==> src/rtl/rf_wport_arb_pkg.sv <==
`default_nettype none
// ============================================================================
//  Module      : rf_wport_arb_pkg
//  Description : Shared widths, bus layouts and helpers for the register-file
//                write-port arbiter. Bus widths mirror the CPU-wide mycpu.h
//                definitions so the arbiter plugs into the existing buses.
//  Revision    : 1.0  initial release
// ============================================================================
package rf_wport_arb_pkg;

  localparam int RF_WADDR_WD      = 5;
  localparam int RF_DATA_WD       = 32;
  // {waddr, wdata} as delivered by the multi-cycle unit
  localparam int MU_TO_ARB_BUS_WD = RF_WADDR_WD + RF_DATA_WD;
  // {we, waddr, wdata}; reused for the rf_* output bundle
  localparam int WS_TO_RF_BUS_WD  = 1 + RF_WADDR_WD + RF_DATA_WD;

  // Owner of the write port in a given cycle
  typedef enum logic {
    SRC_WB = 1'b0,
    SRC_MU = 1'b1
  } rf_src_e;

  // One-hot register decode; r0 never appears as pending
  function automatic logic [31:0] reg_onehot(input logic [RF_WADDR_WD-1:0] a);
    logic [31:0] m;
    m    = '0;
    m[a] = 1'b1;
    m[0] = 1'b0;
    return m;
  endfunction

endpackage
`default_nettype wire

==> src/rtl/rf_wport_fifo.sv <==
`default_nettype none
// ============================================================================
//  Module      : rf_wport_fifo
//  Description : Circular buffer for MU results awaiting the write port.
//                Each entry is {live, waddr, wdata}; entries whose destination
//                is overwritten by a younger WB write are marked dead but stay
//                queued. Exports the pending-destination mask of live entries.
//  Ports       : clk, resetn        - clock, synchronous active-low reset
//                push, push_bus     - enqueue {waddr, wdata}
//                pop                - dequeue head
//                kill_en, kill_addr - clear live on entries targeting kill_addr
//                empty, full        - occupancy flags (registered state)
//                head_*             - head entry fields
//                pend_mask          - OR of one-hot waddr over live entries
//  Revision    : 1.0  initial release
// ============================================================================
module rf_wport_fifo
  import rf_wport_arb_pkg::*;
#(
  parameter int DEPTH = 2
) (
  input  logic                        clk,
  input  logic                        resetn,
  input  logic                        push,
  input  logic [MU_TO_ARB_BUS_WD-1:0] push_bus,
  input  logic                        pop,
  input  logic                        kill_en,
  input  logic [RF_WADDR_WD-1:0]      kill_addr,
  output logic                        empty,
  output logic                        full,
  output logic                        head_live,
  output logic [RF_WADDR_WD-1:0]      head_waddr,
  output logic [RF_DATA_WD-1:0]       head_wdata,
  output logic [31:0]                 pend_mask
);

  localparam int PW = $clog2(DEPTH);
  localparam int CW = $clog2(DEPTH + 1);

  logic [DEPTH-1:0]       live_q, live_d;
  logic [RF_WADDR_WD-1:0] waddr_q [DEPTH];
  logic [RF_WADDR_WD-1:0] waddr_d [DEPTH];
  logic [RF_DATA_WD-1:0]  wdata_q [DEPTH];
  logic [RF_DATA_WD-1:0]  wdata_d [DEPTH];
  logic [PW-1:0]          wr_ptr_q, wr_ptr_d;
  logic [PW-1:0]          rd_ptr_q, rd_ptr_d;
  logic [CW-1:0]          count_q, count_d;

  logic [RF_WADDR_WD-1:0] push_waddr;
  logic [RF_DATA_WD-1:0]  push_wdata;

  assign {push_waddr, push_wdata} = push_bus;

  assign empty      = (count_q == '0);
  assign full       = (count_q == CW'(DEPTH));
  assign head_live  = live_q[rd_ptr_q];
  assign head_waddr = waddr_q[rd_ptr_q];
  assign head_wdata = wdata_q[rd_ptr_q];

  always_comb begin
    live_d   = live_q;
    waddr_d  = waddr_q;
    wdata_d  = wdata_q;
    wr_ptr_d = wr_ptr_q;
    rd_ptr_d = rd_ptr_q;
    count_d  = count_q;

    // A younger WB write to the same register makes the buffered result stale
    if (kill_en) begin
      for (int i = 0; i < DEPTH; i++) begin
        if (waddr_q[i] == kill_addr) live_d[i] = 1'b0;
      end
    end

    // Popped slots are cleared so free slots never feed pend_mask
    if (pop) begin
      live_d[rd_ptr_q] = 1'b0;
      rd_ptr_d         = rd_ptr_q + PW'(1);
    end

    // Push never targets the popped slot: push requires !full
    if (push) begin
      live_d[wr_ptr_q]  = (push_waddr != '0) &&
                          !(kill_en && (kill_addr == push_waddr));
      waddr_d[wr_ptr_q] = push_waddr;
      wdata_d[wr_ptr_q] = push_wdata;
      wr_ptr_d          = wr_ptr_q + PW'(1);
    end

    case ({push, pop})
      2'b10:   count_d = count_q + CW'(1);
      2'b01:   count_d = count_q - CW'(1);
      default: count_d = count_q;
    endcase
  end

  always_ff @(posedge clk) begin
    if (!resetn) begin
      live_q   <= '0;
      wr_ptr_q <= '0;
      rd_ptr_q <= '0;
      count_q  <= '0;
      for (int i = 0; i < DEPTH; i++) begin
        waddr_q[i] <= '0;
        wdata_q[i] <= '0;
      end
    end else begin
      live_q   <= live_d;
      wr_ptr_q <= wr_ptr_d;
      rd_ptr_q <= rd_ptr_d;
      count_q  <= count_d;
      waddr_q  <= waddr_d;
      wdata_q  <= wdata_d;
    end
  end

  always_comb begin
    pend_mask = '0;
    for (int i = 0; i < DEPTH; i++) begin
      if (live_q[i]) pend_mask = pend_mask | reg_onehot(waddr_q[i]);
    end
  end

endmodule
`default_nettype wire

==> src/rtl/rf_wport_arb.sv <==
`default_nettype none
// ============================================================================
//  Module      : rf_wport_arb
//  Description : Arbiter for the single register-file write port, shared by
//                the in-order WB stage and the out-of-band multi-cycle unit.
//                WB has priority; a FIFO head that waits STARVE_MAX cycles
//                forces an MU grant and stalls WB for one cycle.
//                Optional statistics counters: define RF_WPORT_STAT_EN.
//  Ports       : clk, resetn                - clock, sync active-low reset
//                ws_we/ws_waddr/ws_wdata    - WB write request
//                ws_stall                   - WB must hold its write
//                mu_valid/mu_waddr/mu_wdata - MU result
//                mu_ready                   - FIFO can accept an MU result
//                rf_we/rf_waddr/rf_wdata    - register-file write port
//                rf_src                     - 0 = WB, 1 = MU owns the port
//                pend_mask                  - live buffered MU destinations
//                stat_mu_cnt/stat_force_cnt - MU / forced grant counters
//  Revision    : 1.0  initial release
// ============================================================================
module rf_wport_arb
  import rf_wport_arb_pkg::*;
#(
  parameter int DEPTH      = 2,
  parameter int STARVE_MAX = 3
) (
  input  logic                   clk,
  input  logic                   resetn,
  input  logic                   ws_we,
  input  logic [RF_WADDR_WD-1:0] ws_waddr,
  input  logic [RF_DATA_WD-1:0]  ws_wdata,
  output logic                   ws_stall,
  input  logic                   mu_valid,
  output logic                   mu_ready,
  input  logic [RF_WADDR_WD-1:0] mu_waddr,
  input  logic [RF_DATA_WD-1:0]  mu_wdata,
  output logic                   rf_we,
  output logic [RF_WADDR_WD-1:0] rf_waddr,
  output logic [RF_DATA_WD-1:0]  rf_wdata,
  output logic                   rf_src,
  output logic [31:0]            pend_mask,
  output logic [31:0]            stat_mu_cnt,
  output logic [31:0]            stat_force_cnt
);

  localparam int SW = $clog2(STARVE_MAX + 1);

  logic                       fifo_empty;
  logic                       fifo_full;
  logic                       head_live;
  logic [RF_WADDR_WD-1:0]     head_waddr;
  logic [RF_DATA_WD-1:0]      head_wdata;
  logic [31:0]                fifo_pend;
  logic                       push;
  logic                       mu_grant;
  logic                       kill_en;
  logic                       at_limit;
  logic [WS_TO_RF_BUS_WD-1:0] rf_bus;
  logic [SW-1:0]              starve_cnt_q, starve_cnt_d;

  // Gated by resetn so nothing is accepted or advertised during reset;
  // otherwise a function of registered occupancy only.
  assign mu_ready = resetn && !fifo_full;
  assign push     = mu_valid && mu_ready;

  rf_wport_fifo #(
    .DEPTH(DEPTH)
  ) u_fifo (
    .clk        (clk),
    .resetn     (resetn),
    .push       (push),
    .push_bus   ({mu_waddr, mu_wdata}),
    .pop        (mu_grant),
    .kill_en    (kill_en),
    .kill_addr  (ws_waddr),
    .empty      (fifo_empty),
    .full       (fifo_full),
    .head_live  (head_live),
    .head_waddr (head_waddr),
    .head_wdata (head_wdata),
    .pend_mask  (fifo_pend)
  );

  always_comb begin
    at_limit = (starve_cnt_q == SW'(STARVE_MAX));
    mu_grant = resetn && !fifo_empty && (!ws_we || at_limit);
    ws_stall = resetn && !fifo_empty && ws_we && at_limit;
    // Any performed WB write kills older buffered writes to the same register
    kill_en  = resetn && !mu_grant && ws_we;

    if (mu_grant) begin
      rf_bus = {head_live, head_waddr, head_wdata};
    end else begin
      rf_bus = {ws_we && (ws_waddr != '0), ws_waddr, ws_wdata};
    end
    if (!resetn) rf_bus[WS_TO_RF_BUS_WD-1] = 1'b0;

    rf_src = mu_grant ? SRC_MU : SRC_WB;
  end

  assign {rf_we, rf_waddr, rf_wdata} = rf_bus;
  assign pend_mask = resetn ? fifo_pend : '0;

  // Counts cycles a non-empty head is passed over; saturates at the limit
  always_comb begin
    starve_cnt_d = starve_cnt_q;
    if (fifo_empty || mu_grant) begin
      starve_cnt_d = '0;
    end else if (!at_limit) begin
      starve_cnt_d = starve_cnt_q + SW'(1);
    end
  end

  always_ff @(posedge clk) begin
    if (!resetn) starve_cnt_q <= '0;
    else         starve_cnt_q <= starve_cnt_d;
  end

`ifdef RF_WPORT_STAT_EN
  logic [31:0] stat_mu_cnt_q, stat_mu_cnt_d;
  logic [31:0] stat_force_cnt_q, stat_force_cnt_d;

  always_comb begin
    stat_mu_cnt_d    = stat_mu_cnt_q;
    stat_force_cnt_d = stat_force_cnt_q;
    if (mu_grant) stat_mu_cnt_d    = stat_mu_cnt_q + 32'd1;
    if (ws_stall) stat_force_cnt_d = stat_force_cnt_q + 32'd1;
  end

  always_ff @(posedge clk) begin
    if (!resetn) begin
      stat_mu_cnt_q    <= '0;
      stat_force_cnt_q <= '0;
    end else begin
      stat_mu_cnt_q    <= stat_mu_cnt_d;
      stat_force_cnt_q <= stat_force_cnt_d;
    end
  end

  assign stat_mu_cnt    = stat_mu_cnt_q;
  assign stat_force_cnt = stat_force_cnt_q;
`else
  assign stat_mu_cnt    = '0;
  assign stat_force_cnt = '0;
`endif

endmodule
`default_nettype wire

==> config.mk <==
export PLATFORM = sky130hd
export DESIGN_NAME = rf_wport_arb
export DESIGN_NICKNAME = d
export VERILOG_FILES = /design/src/rtl/rf_wport_arb_pkg.sv /design/src/rtl/rf_wport_fifo.sv /design/src/rtl/rf_wport_arb.sv
export SDC_FILE = /design/constraint.sdc
export NUM_CORES = 1
export LEC_CHECK = 0
export BUFFER_PORTS_ARGS = -buffer_cell sky130_fd_sc_hd__buf_2
export CORE_MARGIN = 2
export CORE_UTILIZATION = 37
export DETAILED_ROUTE_END_ITERATION = 10
export PLACE_DENSITY = 0.76
export REMOVE_ABC_BUFFERS = 1
export SLEW_MARGIN = 40
export SYNTH_ARGS = -nofsm -noshare
export SYNTH_HDL_FRONTEND = slang
export SYNTH_SLANG_ARGS = --single-unit
==> constraint.sdc <==
create_clock -name clk -period 2.13 [get_ports clk]
set_input_delay 0.1065 -clock clk [delete_from_list [all_inputs] [get_ports clk]]
set_output_delay 0.1065 -clock clk [all_outputs]
set_load 0.01 [all_outputs]
==> flow_summary_export.csv <==
group,metric,value,unit
floorplanning,die_area,14900,um2
hold_path,holdPathStages,3,
timing,whs,0.0148,ns
critical_path,crit_family,"simple AND/OR/NAND/NOR gates",
clock_network,cts_buffers,9,
grt,grt_pass1_wl,20700,um
synth,synth_warnings,0,
timing,period_minus_slack,1.97,ns
critical_path,crit_path_start_kind,"flip-flop",
critical_path,r2r-end,"u_fifo.count_q[1]$_SDFFE_PN0P_",
layout,nNetsFinal,895,
drt,drc,0,
synth,yosysUniqueCellTypes,42,
grt,grtUsageTotal,17.4,%
timing,slew_viol_final,0,
outcome,status,"complete, no violations",
layout,antennaDiodeCount,0,
critical_path,slowest_delay,0.53,ns
grt,grt_pass1_vias,4200,
critical_path,crit_type,"reg -> out",
drt,dr.first_iter.drc_count,308,
power_and_ir_drop,power_density,667,nW/um2
hold_path,hold_path.class,"in -> reg",
critical_path,reg2reg_depth,7,
clock_network,clockBufferDepth,2,
place,place_ws,0.249,ns
critical_path,r2r-start,"starve_cnt_q[0]$_SDFFE_PP0N_",
synth,syn_avg_cell_area,7.44,um2
critical_path,cp.required,2.02,ns
critical_path,cp_max_fo,11,
floorplanning,core,13800,um2
grt,gr-usage-met2,30.3,%
clock_network,clock-root-buffer,"clkbuf_16",
clock_network,hold_buffers,0,
timing,hold_violations,0,
synth,synth_seq_area_share,31.8,%
clock_network,h-tree-depth,3,
floorplanning,dieWidth,122,um
grt,grt.met1_usage,21.3,%
drt,vias,4806,
drt,wl_per_cell,13.8,um
hold_path,min_from,"mu_wdata[8]",
clock_network,insertion_delay,0.33,ns
clock_network,cts.clk_slew.worst_paths,0.06,ns
critical_path,endpoint_kind,"output port",
layout,fillCellCount,1459,
synth,syn_inst,695,
hold_path,hold_end,"u_fifo.wdata_q[40]$_SDFFE_PN0P_",
timing,max_freq,0.508,GHz
flow_run,cap_viol_max_count,0,
layout,syn2layout_area_growth,18.4,%
clock_network,cts_sinks,82,
critical_path,arrival,1.86,ns
floorplanning,die_h,122,um
critical_path,worst-path-buf-inv,1,
synth,ys_seq_elements,82,
floorplanning,rows,43,
synth,synth_edf_count,0,
timing,skew,0.00741,ns
critical_path,r2r_setup_slack,0.21,ns
grt,grt_antenna_before_repair,1,
critical_path,path_cells,"or3b_2 > o22a_1 > nor2_1 > buf_2",
grt,gr-usage-met3,3.75,%
timing,fin_crit_sh,92.4,%
place,place.gp.congestion,0.859,
floorplanning,pin_count,215,
power_and_ir_drop,ir_worst_vdd,328,uV
timing,layout_setup_ws,0.162,ns
clock_network,cts_tree,"built",
synth,synthArstFlopShare,0,%
timing,tns,0,ns
grt,grt.busiest_layer,"met2",
place,port_buffers,149,
floorplanning,initial_core_util,37.5,%
drt,first_pass_iters,5,
grt,grt_max_degree,75,
drt,ant_nets,0,
timing,slew_headroom,58.9,%
place,hpwl,9250,um
drt,wl,13800,um
drt,via_per_inst,4.81,
layout,drive_gt1_share,26.7,%
synth,yosys_most_used_dff,"dfxtp_1",
grt,grt_overflow,0,
critical_path,slowest_stage,"dfxtp_1",
timing,rsz0062_at_grt,"no",
timing,tightest_slew,0.617,ns
power_and_ir_drop,power_leakage,2.51,nW
synth,synth_area,5170,um2
timing,setup_viol,0,
-- cells in the mapped netlist, drive strengths merged, types with 3 or more instances --
cell type / instances / share of area [%]
o21ai: 39 / 3.8
dfxtp: 82 / 32
nor2: 38 / 2.8
or3: 3 / 0.36
clkbuf: 25 / 1.8
nand3: 11 / 1.1
nor4: 3 / 0.36
xnor2: 13 / 2.2
nand3b: 10 / 1.5
buf: 96 / 13
or3b: 6 / 1.0
o22a: 31 / 5.3
mux2i: 37 / 7.2
xor2: 5 / 0.85
nand2: 194 / 15
a21oi: 78 / 8.6
-- sequential cells by signal, indices dropped and copies added (netlist names) --
register / cells
u_fifo.wdata_q: 64
u_fifo.waddr_q: 10
starve_cnt_q: 2
u_fifo.count_q: 2
u_fifo.live_q: 2
u_fifo.rd_ptr_q: 1
u_fifo.wr_ptr_q: 1
-- final cells by class --
| cell class | count | area [um2] | area share (%) |
|---|---|---|---|
| flip-flops and latches | 82 | 1640 | 26.8 |
| multi-input cells | 554 | 2990 | 48.8 |
| repair buffers | 166 | 932 | 15.2 |
| clock buffers | 13 | 280 | 4.58 |
| well taps | 180 | 225 | 3.68 |
| inverters | 2 | 8.76 | 0.143 |
| clock inverters | 3 | 43.8 | 0.715 |
-- worst max path at each step --
stage	startpoint	to	depth (start not counted)
finish	u_fifo.waddr_q[9]$_SDFFE_PN0P_	pend_mask[17]	4
global route	starve_cnt_q[0]$_SDFFE_PP0N_	rf_wdata[1]	7
CTS	starve_cnt_q[0]$_SDFFE_PP0N_	rf_wdata[29]	7
detailed placement	starve_cnt_q[0]$_SDFFE_PP0N_	rf_wdata[29]	7
global placement	starve_cnt_q[0]$_SDFFE_PP0N_	rf_waddr[2]	7
floorplan	u_fifo.count_q[0]$_SDFFE_PN0P_	u_fifo.count_q[1]$_SDFFE_PN0P_	6
-- cells by family (layout without fill, tap and decap cells) --
| group | after synthesis | after routing | synth area share (%) |
|---|---|---|---|
| buffers and inverters | 123 | 184 | 15.4 |
| muxes | 38 | 38 | 7.38 |
| xor gates and xnor gates | 18 | 18 | 3.05 |
| DFF | 82 | 82 | 31.8 |
| AOI/OAI and AO/OA | 152 | 152 | 18.2 |
| other | 1 | 65 | 0.0726 |
| adders and majority gates | 2 | 2 | 0.484 |
| and+or+nand+nor | 279 | 279 | 23.6 |
-- layout by cell type, fill, tap and decap left out, types with 2 or more instances in the layout --
cell	synthesis	final
nand2_1	184	184
buf_2	18	149
dfxtp_1	82	81
conb_1	1	65
a21oi_1	63	63
nor2_1	38	38
mux2i_1	37	37
o21ai_0	37	37
o22a_1	31	31
a21oi_2	15	15
xnor2_1	13	13
buf_4	70	12
nand3_1	11	10
nand3b_1	10	10
nand2_2	10	10
clkbuf_16	0	10
xor2_1	5	5
clkbuf_8	0	4
or3b_1	3	3
or3b_2	3	3
or3_1	3	3
nor4_1	3	3
buf_12	0	3
clkinv_2	0	2
o21ai_1	2	2
and2_1	2	2
nand4_1	2	2
nor3_1	2	2
o22ai_1	2	2
ha_1	2	2
-- metal layers --
metal	up-vias	routed length [um]
met1	2157	5890
met2	198	6730
met3	15	1010
met4	0	119
met5	-	0
li1	2436	-
-- tightest hold or removal path: stages --
cell	delay (ns)
buf_2	0.11
nand2_2	0.05
a21oi_2	0.04
-- stage by stage --
step / util (%) / area (um2) / instances / power (W)
3_5_place_dp: 41.7 / 5740 / 982 / 0.00246
2_1_floorplan: - / 4620 / 638 / 0.00216
6_report: 44.4 / 6120 / 1000 / 0.00409
4_1_cts: 44.0 / 6070 / 998 / 0.00411
3_3_place_gp: 41.7 / 5740 / 982 / 0.00244
5_1_grt: 44.4 / 6120 / 1000 / 0.00430
-- what timing repair did --
| item | CTS | global route |
|---|---|---|
| cloned | 0 | 2 |
| setup buffers | 0 | 0 |
| endpoints found under the setup margin | 37 | 37 |
| pin swaps | 0 | 0 |
| gates resized for setup | 1 | 5 |
-- power by group --
part           switching (W)  total, W  internal, W
Sequential         0.0000676   0.00167      0.00160
Clock               0.000598   0.00164      0.00104
Combinational       0.000465  0.000783     0.000319
(Power assumes the default switching activity.)
